File: src/rtl/alu_mc.sv
// alu_mc -- multi-cycle execute-stage ALU.
//
// Decodes the main-control aluop/funct/immedateop fields into a 3-bit
// operation code (gout, combinational) and, on an accepted start, executes
// that operation on the latched WIDTH-bit operands.
//   * Logical / arithmetic ops: one execute cycle, then a one-cycle done pulse.
//   * Multiply: unsigned iterative shift-add, one multiplier bit per cycle,
//     producing a 2*WIDTH-bit product in result_hi:result.
//
// Ports
//   clk         rising-edge clock
//   reset       synchronous active-high reset, clears all state
//   start       request, accepted when idle or in the done cycle
//   aluop       main-control ALU op class
//   funct       instruction funct[3:0]
//   immedateop  immediate-op select (00 = none)
//   a, b        operands, latched on accept
//   gout        combinational decode of the current fields
//   busy        multiply iterations in progress
//   done        one-cycle pulse, outputs valid
//   result      result (low product word for mul)
//   result_hi   high product word (mul only, else 0)
//   zero        result == 0
//   ovf         signed overflow (add/sub only, else 0)
//
// Op codes: 000 and, 001 or, 010 add, 011 mul, 100 nor, 101 add,
//           110 sub, 111 slt (signed).

module alu_mc #(
  parameter int WIDTH = 32
) (
  input  logic             clk,
  input  logic             reset,
  input  logic             start,
  input  logic [1:0]       aluop,
  input  logic [3:0]       funct,
  input  logic [1:0]       immedateop,
  input  logic [WIDTH-1:0] a,
  input  logic [WIDTH-1:0] b,
  output logic [2:0]       gout,
  output logic             busy,
  output logic             done,
  output logic [WIDTH-1:0] result,
  output logic [WIDTH-1:0] result_hi,
  output logic             zero,
  output logic             ovf
);

  localparam int CW = $clog2(WIDTH);

  localparam logic [2:0] OP_AND = 3'b000;
  localparam logic [2:0] OP_OR  = 3'b001;
  localparam logic [2:0] OP_ADD = 3'b010;
  localparam logic [2:0] OP_MUL = 3'b011;
  localparam logic [2:0] OP_NOR = 3'b100;
  localparam logic [2:0] OP_AD2 = 3'b101;
  localparam logic [2:0] OP_SUB = 3'b110;
  localparam logic [2:0] OP_SLT = 3'b111;

  // IDLE  : waiting for start
  // EXEC  : operands latched; compute (or launch the multiplier) next edge
  // MUL   : shift-add iterations, busy=1
  // DONE  : done pulse; a start here is accepted like in IDLE
  localparam logic [1:0] S_IDLE = 2'd0;
  localparam logic [1:0] S_EXEC = 2'd1;
  localparam logic [1:0] S_MUL  = 2'd2;
  localparam logic [1:0] S_DONE = 2'd3;

  logic [1:0]         state_reg;
  logic [WIDTH-1:0]   a_reg;
  logic [WIDTH-1:0]   b_reg;
  logic [2:0]         op_reg;
  logic [CW-1:0]      cnt_reg;
  logic [2*WIDTH-1:0] prod_reg;
  logic [WIDTH-1:0]   result_reg;
  logic [WIDTH-1:0]   result_hi_reg;
  logic               zero_reg;
  logic               ovf_reg;

  // ---------------------------------------------------------------
  // Decode: first match wins. casez is evaluated in order, so the
  // overlapping funct patterns resolve by their listed priority
  // (e.g. 0111 is nor even though it also matches x1x1).
  // ---------------------------------------------------------------
  always_comb begin
    gout = OP_ADD;
    if (immedateop == 2'b01) begin
      gout = OP_ADD;
    end else if (immedateop == 2'b10) begin
      gout = OP_AND;
    end else if (immedateop == 2'b11) begin
      gout = OP_ADD;
    end else if (aluop == 2'b00) begin
      gout = OP_ADD;
    end else if (aluop == 2'b01) begin
      gout = OP_SUB;
    end else begin
      casez (funct)
        4'b1111: gout = OP_MUL;
        4'b?1?0: gout = OP_AND;
        4'b0111: gout = OP_NOR;
        4'b?1?1: gout = OP_OR;
        4'b0?1?: gout = OP_SUB;
        4'b1?1?: gout = OP_SLT;
        4'b0000: gout = OP_ADD;
        default: gout = aluop[0] ? OP_SUB : OP_ADD;
      endcase
    end
  end

  // Start is honoured only when no operation is outstanding. The EXEC
  // cycle is not busy but still refuses a new start, which is what
  // limits a held start to one non-mul op every two cycles.
  logic accept;
  assign accept = start && ((state_reg == S_IDLE) || (state_reg == S_DONE));

  // ---------------------------------------------------------------
  // Single-cycle datapath on the latched operands
  // ---------------------------------------------------------------
  logic [WIDTH-1:0] and_v, or_v, nor_v;

  genvar gi;
  generate
    for (gi = 0; gi < WIDTH; gi++) begin : g_bit
      assign and_v[gi] = a_reg[gi] & b_reg[gi];
      assign or_v[gi]  = a_reg[gi] | b_reg[gi];
      assign nor_v[gi] = ~(a_reg[gi] | b_reg[gi]);
    end
  endgenerate

  logic [WIDTH-1:0] sum_v, diff_v;
  logic             add_ovf, sub_ovf, slt_v;

  assign sum_v  = a_reg + b_reg;
  assign diff_v = a_reg - b_reg;
  // Same-sign inputs producing an opposite-sign sum overflow; for
  // subtraction the operands must differ in sign instead.
  assign add_ovf = (a_reg[WIDTH-1] == b_reg[WIDTH-1]) && (sum_v[WIDTH-1]  != a_reg[WIDTH-1]);
  assign sub_ovf = (a_reg[WIDTH-1] != b_reg[WIDTH-1]) && (diff_v[WIDTH-1] != a_reg[WIDTH-1]);
  assign slt_v   = $signed(a_reg) < $signed(b_reg);

  logic [WIDTH-1:0] alu_res;
  logic             alu_ovf;

  always_comb begin
    alu_res = '0;
    alu_ovf = 1'b0;
    case (op_reg)
      OP_AND: alu_res = and_v;
      OP_OR:  alu_res = or_v;
      OP_NOR: alu_res = nor_v;
      OP_ADD, OP_AD2: begin
        alu_res = sum_v;
        alu_ovf = add_ovf;
      end
      OP_SUB: begin
        alu_res = diff_v;
        alu_ovf = sub_ovf;
      end
      OP_SLT: alu_res = {{(WIDTH-1){1'b0}}, slt_v};
      default: alu_res = '0;
    endcase
  end

  // ---------------------------------------------------------------
  // Shift-add multiplier step. prod_reg holds the accumulator in the
  // high half and the not-yet-consumed multiplier bits in the low half;
  // each step conditionally adds the multiplicand to the accumulator and
  // shifts the whole register right, pulling the carry in at the top.
  // ---------------------------------------------------------------
  logic [WIDTH:0]     hi_sum;
  logic [2*WIDTH-1:0] prod_step;

  assign hi_sum    = {1'b0, prod_reg[2*WIDTH-1:WIDTH]} +
                     (prod_reg[0] ? {1'b0, a_reg} : {(WIDTH+1){1'b0}});
  assign prod_step = {hi_sum, prod_reg[WIDTH-1:1]};

  // ---------------------------------------------------------------
  // Control and state
  // ---------------------------------------------------------------
  always_ff @(posedge clk) begin
    if (reset) begin
      state_reg     <= S_IDLE;
      a_reg         <= '0;
      b_reg         <= '0;
      op_reg        <= '0;
      cnt_reg       <= '0;
      prod_reg      <= '0;
      result_reg    <= '0;
      result_hi_reg <= '0;
      zero_reg      <= 1'b0;
      ovf_reg       <= 1'b0;
    end else begin
      case (state_reg)
        S_IDLE, S_DONE: begin
          if (accept) begin
            a_reg     <= a;
            b_reg     <= b;
            op_reg    <= gout;
            state_reg <= S_EXEC;
          end else begin
            state_reg <= S_IDLE;
          end
        end

        S_EXEC: begin
          if (op_reg == OP_MUL) begin
            cnt_reg   <= '0;
            prod_reg  <= {{WIDTH{1'b0}}, b_reg};
            state_reg <= S_MUL;
          end else begin
            result_reg    <= alu_res;
            result_hi_reg <= '0;
            zero_reg      <= (alu_res == '0);
            ovf_reg       <= alu_ovf;
            state_reg     <= S_DONE;
          end
        end

        S_MUL: begin
          prod_reg <= prod_step;
          cnt_reg  <= cnt_reg + 1'b1;
          if (cnt_reg == CW'(WIDTH-1)) begin
            result_reg    <= prod_step[WIDTH-1:0];
            result_hi_reg <= prod_step[2*WIDTH-1:WIDTH];
            zero_reg      <= (prod_step[WIDTH-1:0] == '0);
            ovf_reg       <= 1'b0;
            state_reg     <= S_DONE;
          end
        end

        default: state_reg <= S_IDLE;
      endcase
    end
  end

  assign busy      = (state_reg == S_MUL);
  assign done      = (state_reg == S_DONE);
  assign result    = result_reg;
  assign result_hi = result_hi_reg;
  assign zero      = zero_reg;
  assign ovf       = ovf_reg;

endmodule

File: config.mk
export PLATFORM = sky130hd
export DESIGN_NAME = alu_mc
export DESIGN_NICKNAME = d
export VERILOG_FILES = /design/src/rtl/alu_mc.sv
export SDC_FILE = /design/constraint.sdc
export NUM_CORES = 1
export LEC_CHECK = 0
export ABC_AREA = 1
export BUFFER_PORTS_ARGS = -buffer_cell sky130_fd_sc_hd__buf_2
export CORE_MARGIN = 3
export CORE_UTILIZATION = 60
export CTS_CLUSTER_SIZE = 8
export DETAILED_ROUTE_END_ITERATION = 10
export GPL_TIMING_DRIVEN = 0
export PLACE_DENSITY = 0.8
export SLEW_MARGIN = 20
export SYNTH_ARGS = -nofsm -noshare
export SYNTH_HDL_FRONTEND = slang
export SYNTH_SLANG_ARGS = --single-unit
export TNS_END_PERCENT = 100
File: constraint.sdc
create_clock -name clk -period 5.8 [get_ports clk]
set_clock_uncertainty 0.1 [all_clocks]
set_input_delay 0.58 -clock clk [delete_from_list [all_inputs] [get_ports clk]]
set_output_delay 0.58 -clock clk [all_outputs]
set_load 0.05 [all_outputs]
==> flow_summary.rst, run 1 <==
.. list-table::
   :header-rows: 1

   * - Metric
     - Value
   * - Clk network pwr share
     - 0.135
   * - Multi-input logic area
     - 10,200 um2
   * - Count of pins over their slew limit
     - 0
   * - Netlist Area Pre-Place
     - 16,200 um2
   * - Crit path to
     - prod_reg[63]
   * - Distinct cell type count after synthesis
     - 51
   * - Layout cells sized above 1
     - 0.0901
   * - Footprint of the flip-flops and latches
     - 4080 um2
   * - Worst skew pair latency
     - 0.57 ns
   * - Worst reg2reg endpoint
     - prod_reg[63]
   * - Final worst slack
     - 1.87 ns
   * - Highest-count cells in the layout ignoring fill and taps
     - sky130_fd_sc_hd__nand2_1, sky130_fd_sc_hd__inv_1, sky130_fd_sc_hd__a21oi_1, sky130_fd_sc_hd__o21ai_0, sky130_fd_sc_hd__nor2_1
   * - Pin count of the biggest net entering global routing
     - 16
   * - CP delay by family, top
     - simple AND/OR/NAND/NOR gates
   * - Worst min-delay path class
     - input pin to flop
   * - R2R setup slack
     - 1.87 ns
   * - Synthesized net count
     - 2,891
   * - Count of cells along the worst register-to-register path
     - 18
   * - Buffer depth of the longest clock path
     - 3
   * - Total of hold buffers inserted after clock tree synthesis
     - 0
   * - Initial antenna violation count
     - 3
   * - Max-capacitance violation count
     - 0
   * - Number of cell rows
     - 59
   * - CP Launch Point
     - prod_reg[0]
   * - Total grt overflow
     - 0
   * - Hold violation count in the final report
     - 0
   * - Synthesized area per cell
     - 6.07 um2
   * - Worst Setup Start Kind
     - flop
   * - DP Worst Slack
     - 2.15 ns
   * - Total net switching power
     - 6690 uW
   * - Number of enable flip-flop cells after synthesis
     - 0
   * - Number of buffers added by the clock tree synthesis step
     - 29
   * - Layout Nets
     - 3,066
   * - DR pass1 iterations
     - 8
   * - Post-synthesis async set-or-reset flop share
     - 0
   * - Transition time at the pin with the least slew margin
     - 0.957 ns
   * - Root buf cell
     - sky130_fd_sc_hd__clkbuf_16
   * - Stages on the worst setup path
     - 18
   * - Post-layout min period
     - 3.93 ns
   * - Count of unresolved DRC violations after routing
     - 0
   * - Number of input and output port buffers inserted
     - 144
   * - Die area
     - 29,100 um2
   * - Longest individual stage delay on the worst path
     - 0.43 ns
   * - Highest clock frequency the design can meet
     - 0.255 GHz
   * - Worst EP required
     - 6.17 ns
   * - Post-detail-place hpwl
     - 53.9 mm
   * - Die height
     - 171 um
   * - Internal Power
     - 4740 uW
   * - Register bit count reported by yosys
     - 204
   * - Most used DFF post-synth
     - sky130_fd_sc_hd__dfxtp_1
   * - CTS tree
     - done
   * - Vias in the first global route
     - 17.9k
   * - Clock transition at path regs
     - 0.06 ns
   * - Unrepaired setup endpoints after global routing
     - false
   * - Category of the critical setup timing path
     - flop to flop
   * - Average wire length per cell after detail routing
     - 21.1 um
   * - Detailed Route Iter0 Violations
     - 2,879
   * - Area added between synthesis and finish
     - 11.8%
   * - Commonest non-fill, non-tap cell in the layout
     - sky130_fd_sc_hd__nand2_1
   * - RR Startpoint
     - prod_reg[0]
   * - X dimension of the die
     - 171 um
   * - Sequence of cells on the critical path
     - clkbuf_1, clkbuf_1, nand2_1, inv_1, ha_1, fa_1, nand2_1, nand2_1, o21ai_0, o21ai_1, a21oi_1, o21ai_1, nand4_1, nand2_1, nand2_1, nand3_1, nand3_1, a21oi_1
   * - Setup total negative slack
     - 0 ns
   * - Clock sink count
     - 204
   * - Aggregate global-route resource usage
     - 0.444
   * - Number of buffers inserted to repair setup after CTS
     - 0
   * - Leakage
     - 0.00912 uW
   * - Sequential area share after synthesis
     - 0.251
   * - Detailed-route vias per instance
     - 6.19
   * - Core ar.
     - 26,400 um2
   * - Slowest stage cell on the critical path
     - sky130_fd_sc_hd__clkbuf_1
   * - Post-synthesis instance total
     - 2,677
   * - Max_slew headroom
     - 0.362
   * - Max VDD drop
     - 0.000539 V
   * - Cell repeated most along the worst path
     - sky130_fd_sc_hd__nand2_1
   * - Bufs and invs on worst path
     - 3
   * - Total via count in the routed design
     - 19.7k
   * - Setup crit end kind
     - flop
   * - Power density over the cells
     - 629 nW/um2
   * - Number of setup violations in the final report
     - 0
   * - Max reg flops
     - 64
   * - Routed wire length
     - 67.3 mm
   * - Number of nets with antenna violations after routing
     - 0
   * - Routability-driven placement congestion ratio
     - 1.13
   * - Number of H-tree levels
     - 1
   * - Share of power burned in combinational logic
     - 0.660
   * - First-pass GRT wire length
     - 100 mm
   * - Number of fill cells
     - 2,391
   * - Crit-path max FO
     - 10
   * - Worst EP arrival
     - 4.30 ns
   * - Switching share of power
     - 0.585
   * - Starting density of the core
     - 0.616
   * - Count of boundary I/O pins
     - 146
   * - Period Utilization, post-route
     - 0.677
   * - Yosys warnings
     - 0
   * - Sequential share of power
     - 0.205
   * - Resized Gates After CTS
     - 0
   * - Run status
     - complete, no violations
power groups by stage:
stage | sequential (uW) | combinational [uW] | clock [uW]
after global routing | 2360 | 8040 | 1590
after CTS | 2310 | 7190 | 1520
after floorplan | 2970 | 4190 | 0
after global placement | 2300 | 6980 | 0
after detailed placement | 2320 | 7130 | 0
final | 2340 | 7550 | 1540
layout make-up:
| type | count | area share |
|---|---|---|
| diodes | 1 | 0.000138 |
| plain buffers | 115 | 0.0271 |
| clock buffers | 29 | 0.0400 |
| clock inverters | 2 | 0.00276 |
| inverters | 384 | 0.0794 |
| multi-input cells | 1974 | 0.563 |
| flip-flops and latches | 204 | 0.225 |
| well taps | 335 | 0.0231 |
| repair buffers | 144 | 0.0397 |
cells in the mapped netlist, types with 2 or more instances:
cell	count	area share
sky130_fd_sc_hd__buf_1	12	0.0028
sky130_fd_sc_hd__nor3_2	2	0.0012
sky130_fd_sc_hd__nand3_2	2	0.0012
sky130_fd_sc_hd__o211ai_1	2	0.00092
sky130_fd_sc_hd__buf_4	5	0.0023
sky130_fd_sc_hd__a221oi_1	26	0.014
sky130_fd_sc_hd__and2_1	8	0.0031
sky130_fd_sc_hd__o21bai_1	8	0.0037
sky130_fd_sc_hd__dfxtp_1	204	0.25
sky130_fd_sc_hd__nor2_2	8	0.0031
sky130_fd_sc_hd__a221oi_2	2	0.0018
sky130_fd_sc_hd__clkbuf_1	69	0.016
sky130_fd_sc_hd__fa_1	3	0.0037
sky130_fd_sc_hd__a21oi_2	3	0.0016
sky130_fd_sc_hd__o22ai_1	2	0.00077
sky130_fd_sc_hd__and3_1	2	0.00077
sky130_fd_sc_hd__o21ai_1	4	0.0012
sky130_fd_sc_hd__nand2_2	4	0.0015
sky130_fd_sc_hd__a21oi_1	281	0.087
sky130_fd_sc_hd__o311ai_0	2	0.0011
sky130_fd_sc_hd__xor2_1	3	0.0016
sky130_fd_sc_hd__nor4_1	9	0.0035
sky130_fd_sc_hd__nor2_1	225	0.052
sky130_fd_sc_hd__o221ai_1	3	0.0016
sky130_fd_sc_hd__o21ai_0	267	0.082
sky130_fd_sc_hd__ha_1	136	0.10
sky130_fd_sc_hd__nor3_1	14	0.0043
sky130_fd_sc_hd__inv_2	7	0.0016
sky130_fd_sc_hd__nand2_1	697	0.16
sky130_fd_sc_hd__nand4_1	28	0.011
sky130_fd_sc_hd__nand3b_1	3	0.0014
sky130_fd_sc_hd__a31oi_1	32	0.012
sky130_fd_sc_hd__a21o_1	2	0.00092
sky130_fd_sc_hd__o21a_1	7	0.0032
sky130_fd_sc_hd__buf_2	24	0.0074
sky130_fd_sc_hd__a211oi_1	5	0.0023
sky130_fd_sc_hd__or2_2	18	0.0069
sky130_fd_sc_hd__clkbuf_2	4	0.0012
sky130_fd_sc_hd__nand3_1	157	0.048
sky130_fd_sc_hd__inv_1	376	0.087
tightest hold or removal path: cells and delay by family:
family,cells,cell delay [ns]
AOI/OAI and AO/OA,2,0.17
buffers and inverters,1,0.07
routing by layer:
| layer | vias to the layer above | global-route usage | wire [um] |
|---|---|---|---|
| met5 | - | 0 | 0 |
| met4 | 0 | 0.228 | 3980 |
| met3 | 274 | 0.125 | 9730 |
| met2 | 1537 | 0.656 | 27500 |
| met1 | 8852 | 0.591 | 26200 |
| li1 | 9065 | - | - |
worst min-delay path by stage:
stage,from,to,depth (start not counted)
final,b[10],b_reg[10],3
after global routing,b[10],b_reg[10],3
after CTS,b[10],b_reg[10],3
after detailed placement,prod_reg[31],prod_reg[31],2
after global placement,prod_reg[31],prod_reg[31],2
after floorplan,prod_reg[31],prod_reg[31],2
through the flow:
step | power (uW) | hold slack, ns | utilization | cells | instance area (um2)
floorplan | 7150 | 0.341 | - | 2677 | 16200
global placement | 9290 | 0.352 | 0.659 | 3156 | 17400
detailed placement | 9450 | 0.356 | 0.659 | 3156 | 17400
CTS | 11000 | 0.192 | 0.689 | 3187 | 18200
global route | 12000 | 0.213 | 0.689 | 3187 | 18200
finish | 11400 | 0.180 | 0.689 | 3188 | 18200
cells by family (layout without fill, tap and decap cells):
group                      count (synthesis)  count (layout)  share of synthesized area
AOI/OAI and AO/OA                        653             653                      0.219
xor gates and xnor gates                   4               4                    0.00216
adders and majority gates                139             139                      0.108
buffers and inverters                    499             674                      0.119
DFF                                      204             204                      0.251
other                                      0               1                          0
and+or+nand+nor                         1178            1178                      0.300
Power figures use the tool's default switching activity.
==> inputs of run 2 (changes only) <==
--- a/config.mk
+++ b/config.mk
@@ -8,11 +8,11 @@
 export ABC_AREA = 1
 export BUFFER_PORTS_ARGS = -buffer_cell sky130_fd_sc_hd__buf_2
 export CORE_MARGIN = 3
-export CORE_UTILIZATION = 60
+export CORE_UTILIZATION = 56
 export CTS_CLUSTER_SIZE = 8
 export DETAILED_ROUTE_END_ITERATION = 10
 export GPL_TIMING_DRIVEN = 0
-export PLACE_DENSITY = 0.8
+export PLACE_DENSITY = 0.79
 export SLEW_MARGIN = 20
 export SYNTH_ARGS = -nofsm -noshare
 export SYNTH_HDL_FRONTEND = slang
==> constraint.sdc (replaced) <==
create_clock -name clk -period 3.4 [get_ports clk]
set_clock_uncertainty 0.1 [all_clocks]
set_input_delay 0.34 -clock clk [delete_from_list [all_inputs] [get_ports clk]]
set_output_delay 0.34 -clock clk [all_outputs]
set_load 0.05 [all_outputs]
==> run 2 against run 1 <==
The run now ends with hold timing left. Global-route usage decreased by 1.0 points. Count of clock-buffer cells in the layout grew 3. Fmax increased by 20%.
==> flow_summary.rst, run 2 (synthesized netlist as in run 1, its figures left out) <==
.. list-table::
   :header-rows: 1

   * - Metric
     - Value
   * - Layout Nets
     - 3,089 (+0.75%)
   * - CP delay by family, top
     - simple AND/OR/NAND/NOR gates
   * - Crit-path max FO
     - 4 (-6)
   * - Number of setup violations in the final report
     - 0 (unchanged)
   * - Worst Setup Start Kind
     - flop
   * - Count of boundary I/O pins
     - 146 (unchanged)
   * - Highest-count cells in the layout ignoring fill and taps
     - sky130_fd_sc_hd__nand2_1, sky130_fd_sc_hd__inv_1, sky130_fd_sc_hd__a21oi_1, sky130_fd_sc_hd__o21ai_0, sky130_fd_sc_hd__nor2_1
   * - Routability-driven placement congestion ratio
     - 1.09 (-4.2%)
   * - Post-detail-place hpwl
     - 56.1 mm (+4.0%)
   * - Pin count of the biggest net entering global routing
     - 16 (unchanged)
   * - Die area
     - 31,100 um2 (+6.9%)
   * - Number of H-tree levels
     - 1 (unchanged)
   * - Detailed Route Iter0 Violations
     - 2,903 (+0.83%)
   * - Period Utilization, post-route
     - 0.960 (+0.283)
   * - Power density over the cells
     - 1060 nW/um2 (+68%)
   * - Hold violation count in the final report
     - 1 (+1)
   * - Worst min-delay path class
     - input pin to flop
   * - Commonest non-fill, non-tap cell in the layout
     - sky130_fd_sc_hd__nand2_1
   * - Instance area at placement
     - 17,400 um2 (+0.31%)
   * - Finished Layout Cells
     - 3,255 (+2.1%)
   * - Placed cell count
     - 3,199 (+1.4%)
   * - Vias in the first global route
     - 18.4k (+2.6%)
   * - Max_slew headroom
     - 0.312 (-0.0502)
   * - Max VDD drop
     - 0.000826 V (+53%)
   * - Count of unresolved DRC violations after routing
     - 0 (unchanged)
   * - Violations in the final reports
     - hold timing
   * - Max-capacitance violation count
     - 0 (unchanged)
   * - Fin area
     - 18,500 um2 (+2.0%)
   * - Root buf cell
     - sky130_fd_sc_hd__clkbuf_16
   * - Number of nets with antenna violations after routing
     - 0 (unchanged)
   * - Worst hold slack across all endpoints
     - -0.0108 ns (-0.191 ns)
   * - Die height
     - 176 um (+3.4%)
   * - Initial antenna violation count
     - 2 (-1)
   * - X dimension of the die
     - 176 um (+3.4%)
   * - Number of cell rows
     - 61 (+3.4%)
   * - Sequence of cells on the critical path
     - inv_1, ha_1, inv_1, fa_1, nand2_1, nand2_1, and2_1, nand3_1, nand3_1, nand2_1, nand3_1, nand3_1, nand3_1, nor2_1, nand3_1, nor2_1, nand2_1, a21oi_2
   * - Leakage
     - 0.00927 uW (+1.6%)
   * - Post-layout min period
     - 3.26 ns (-0.665 ns)
   * - CTS tree
     - done
   * - Aggregate global-route resource usage
     - 0.434 (-0.0100)
   * - Worst skew pair latency
     - 0.58 ns (about the same)
   * - Setup crit end kind
     - flop
   * - Ant diodes
     - 0 (-1)
   * - Run status
     - finished with violations
   * - Area added between synthesis and finish
     - 14.0%
   * - Worst EP required
     - 3.80 ns (-2.37 ns)
   * - Detailed-route vias per instance
     - 6.11 (-1.2%)
   * - Average wire length per cell after detail routing
     - 21.5 um (+1.8%)
   * - DR pass1 iterations
     - 8 (unchanged)
   * - Routed wire length
     - 70.0 mm (+4.0%)
   * - Total grt overflow
     - 0 (unchanged)
   * - Worst EP arrival
     - 3.66 ns (-0.64 ns)
   * - Slowest stage cell on the critical path
     - sky130_fd_sc_hd__fa_1
   * - Longest individual stage delay on the worst path
     - 0.42 ns (about the same)
   * - Max reg flops
     - 64 (unchanged)
   * - Cell repeated most along the worst path
     - sky130_fd_sc_hd__nand3_1
   * - Clock transition at path regs
     - 0.06 ns (about the same)
   * - Number of input and output port buffers inserted
     - 144 (unchanged)
   * - Number of buffers added by the clock tree synthesis step
     - 29 (unchanged)
   * - Total via count in the routed design
     - 19.9k (+0.83%)
   * - Transition time at the pin with the least slew margin
     - 1.02 ns (+0.0624 ns)
   * - Core ar.
     - 28,200 um2 (+6.9%)
   * - Highest clock frequency the design can meet
     - 0.306 GHz (+20%)
   * - Starting density of the core
     - 0.577 (-0.0396)
   * - Clock sink count
     - 204 (unchanged)
   * - Layout cells sized above 1
     - 0.0987 (+0.00860)
   * - Post-Route Utilization
     - 0.658 (-0.0314)
   * - Bufs and invs on worst path
     - 2 (-1)
   * - Buffer depth of the longest clock path
     - 3 (unchanged)
   * - Category of the critical setup timing path
     - flop to flop
   * - First-pass GRT wire length
     - 105 mm (+4.2%)
   * - Count of pins over their slew limit
     - 0 (unchanged)
-- run 2: cell count changes in the layout (fill, tap and decap cells not counted), sizes merged --
cell         previous run  this run
dlygate4sd3             0        23
bufinv                  1         0
buf                   186       187
clkbuf                102       104
diode                   1         0
-- run 2: layout make-up --
cell class | instances | area (um2)
clock buffer | 32 | 747
sequential | 204 | 4100
clock inverter | 1 | 20.0
fill | 2662 | 9640
buffer | 114 | 493
multi-input combinational | 1974 | 10300
timing repair buffer | 168 | 958
inverter | 384 | 1440
tap | 378 | 473
-- run 2: layer usage --
layer	global-route usage	share of wire	up-vias	wire length (um)
li1	-	-	9087	-
met1	0.594	0.40	9177	28100
met3	0.115	0.14	248	9510
met5	0	0.00041	-	29
met2	0.637	0.41	1375	28500
met4	0.201	0.054	4	3810
-- run 2: worst min-delay path, cell delays in order --
cell and delay [ns]:
sky130_fd_sc_hd__buf_2 0.09, sky130_fd_sc_hd__o21ai_0 0.08, sky130_fd_sc_hd__a21oi_1 0.10
-- run 2: final timing paths --
path	cells after the start	start	slack, ns	end
hold / removal	3	a[23]	-0.01	a_reg[23]
hold reg to reg	2	result[30]	0.36	result[30]
setup / recovery	18	a_reg[0]	0.14	zero
setup reg to reg	18	a_reg[0]	0.14	zero
-- run 2: per-stage QoR --
step	TNS, ns	total power (uW)	setup WS [ns]
2_1_floorplan	0	12200	0.626
3_5_place_dp	-1.15	16200	-0.203
5_1_grt	-0.0713	20600	-0.0384
6_report	0	19600	0.136
4_1_cts	0	18900	0.0539
3_3_place_gp	-0.824	16000	-0.188
-- run 2: where the power goes --
part | total, uW | leakage [uW] | switching [uW] | internal, uW
logic | 13000 | 0.00722 | 9710 | 3290
registers | 4000 | 0.00168 | 727 | 3280
clock network | 2610 | 0.000377 | 1080 | 1520
total | 19600 | 0.00927 | 11500 | 8090
-- run 2: timing repair --
action	CTS	global route
pin swaps	0	1
hold endpoints to repair	23	0
hold buffers	23	0
setup buffers	0	1
setup endpoints to repair	13	28
gates resized for setup	5	27
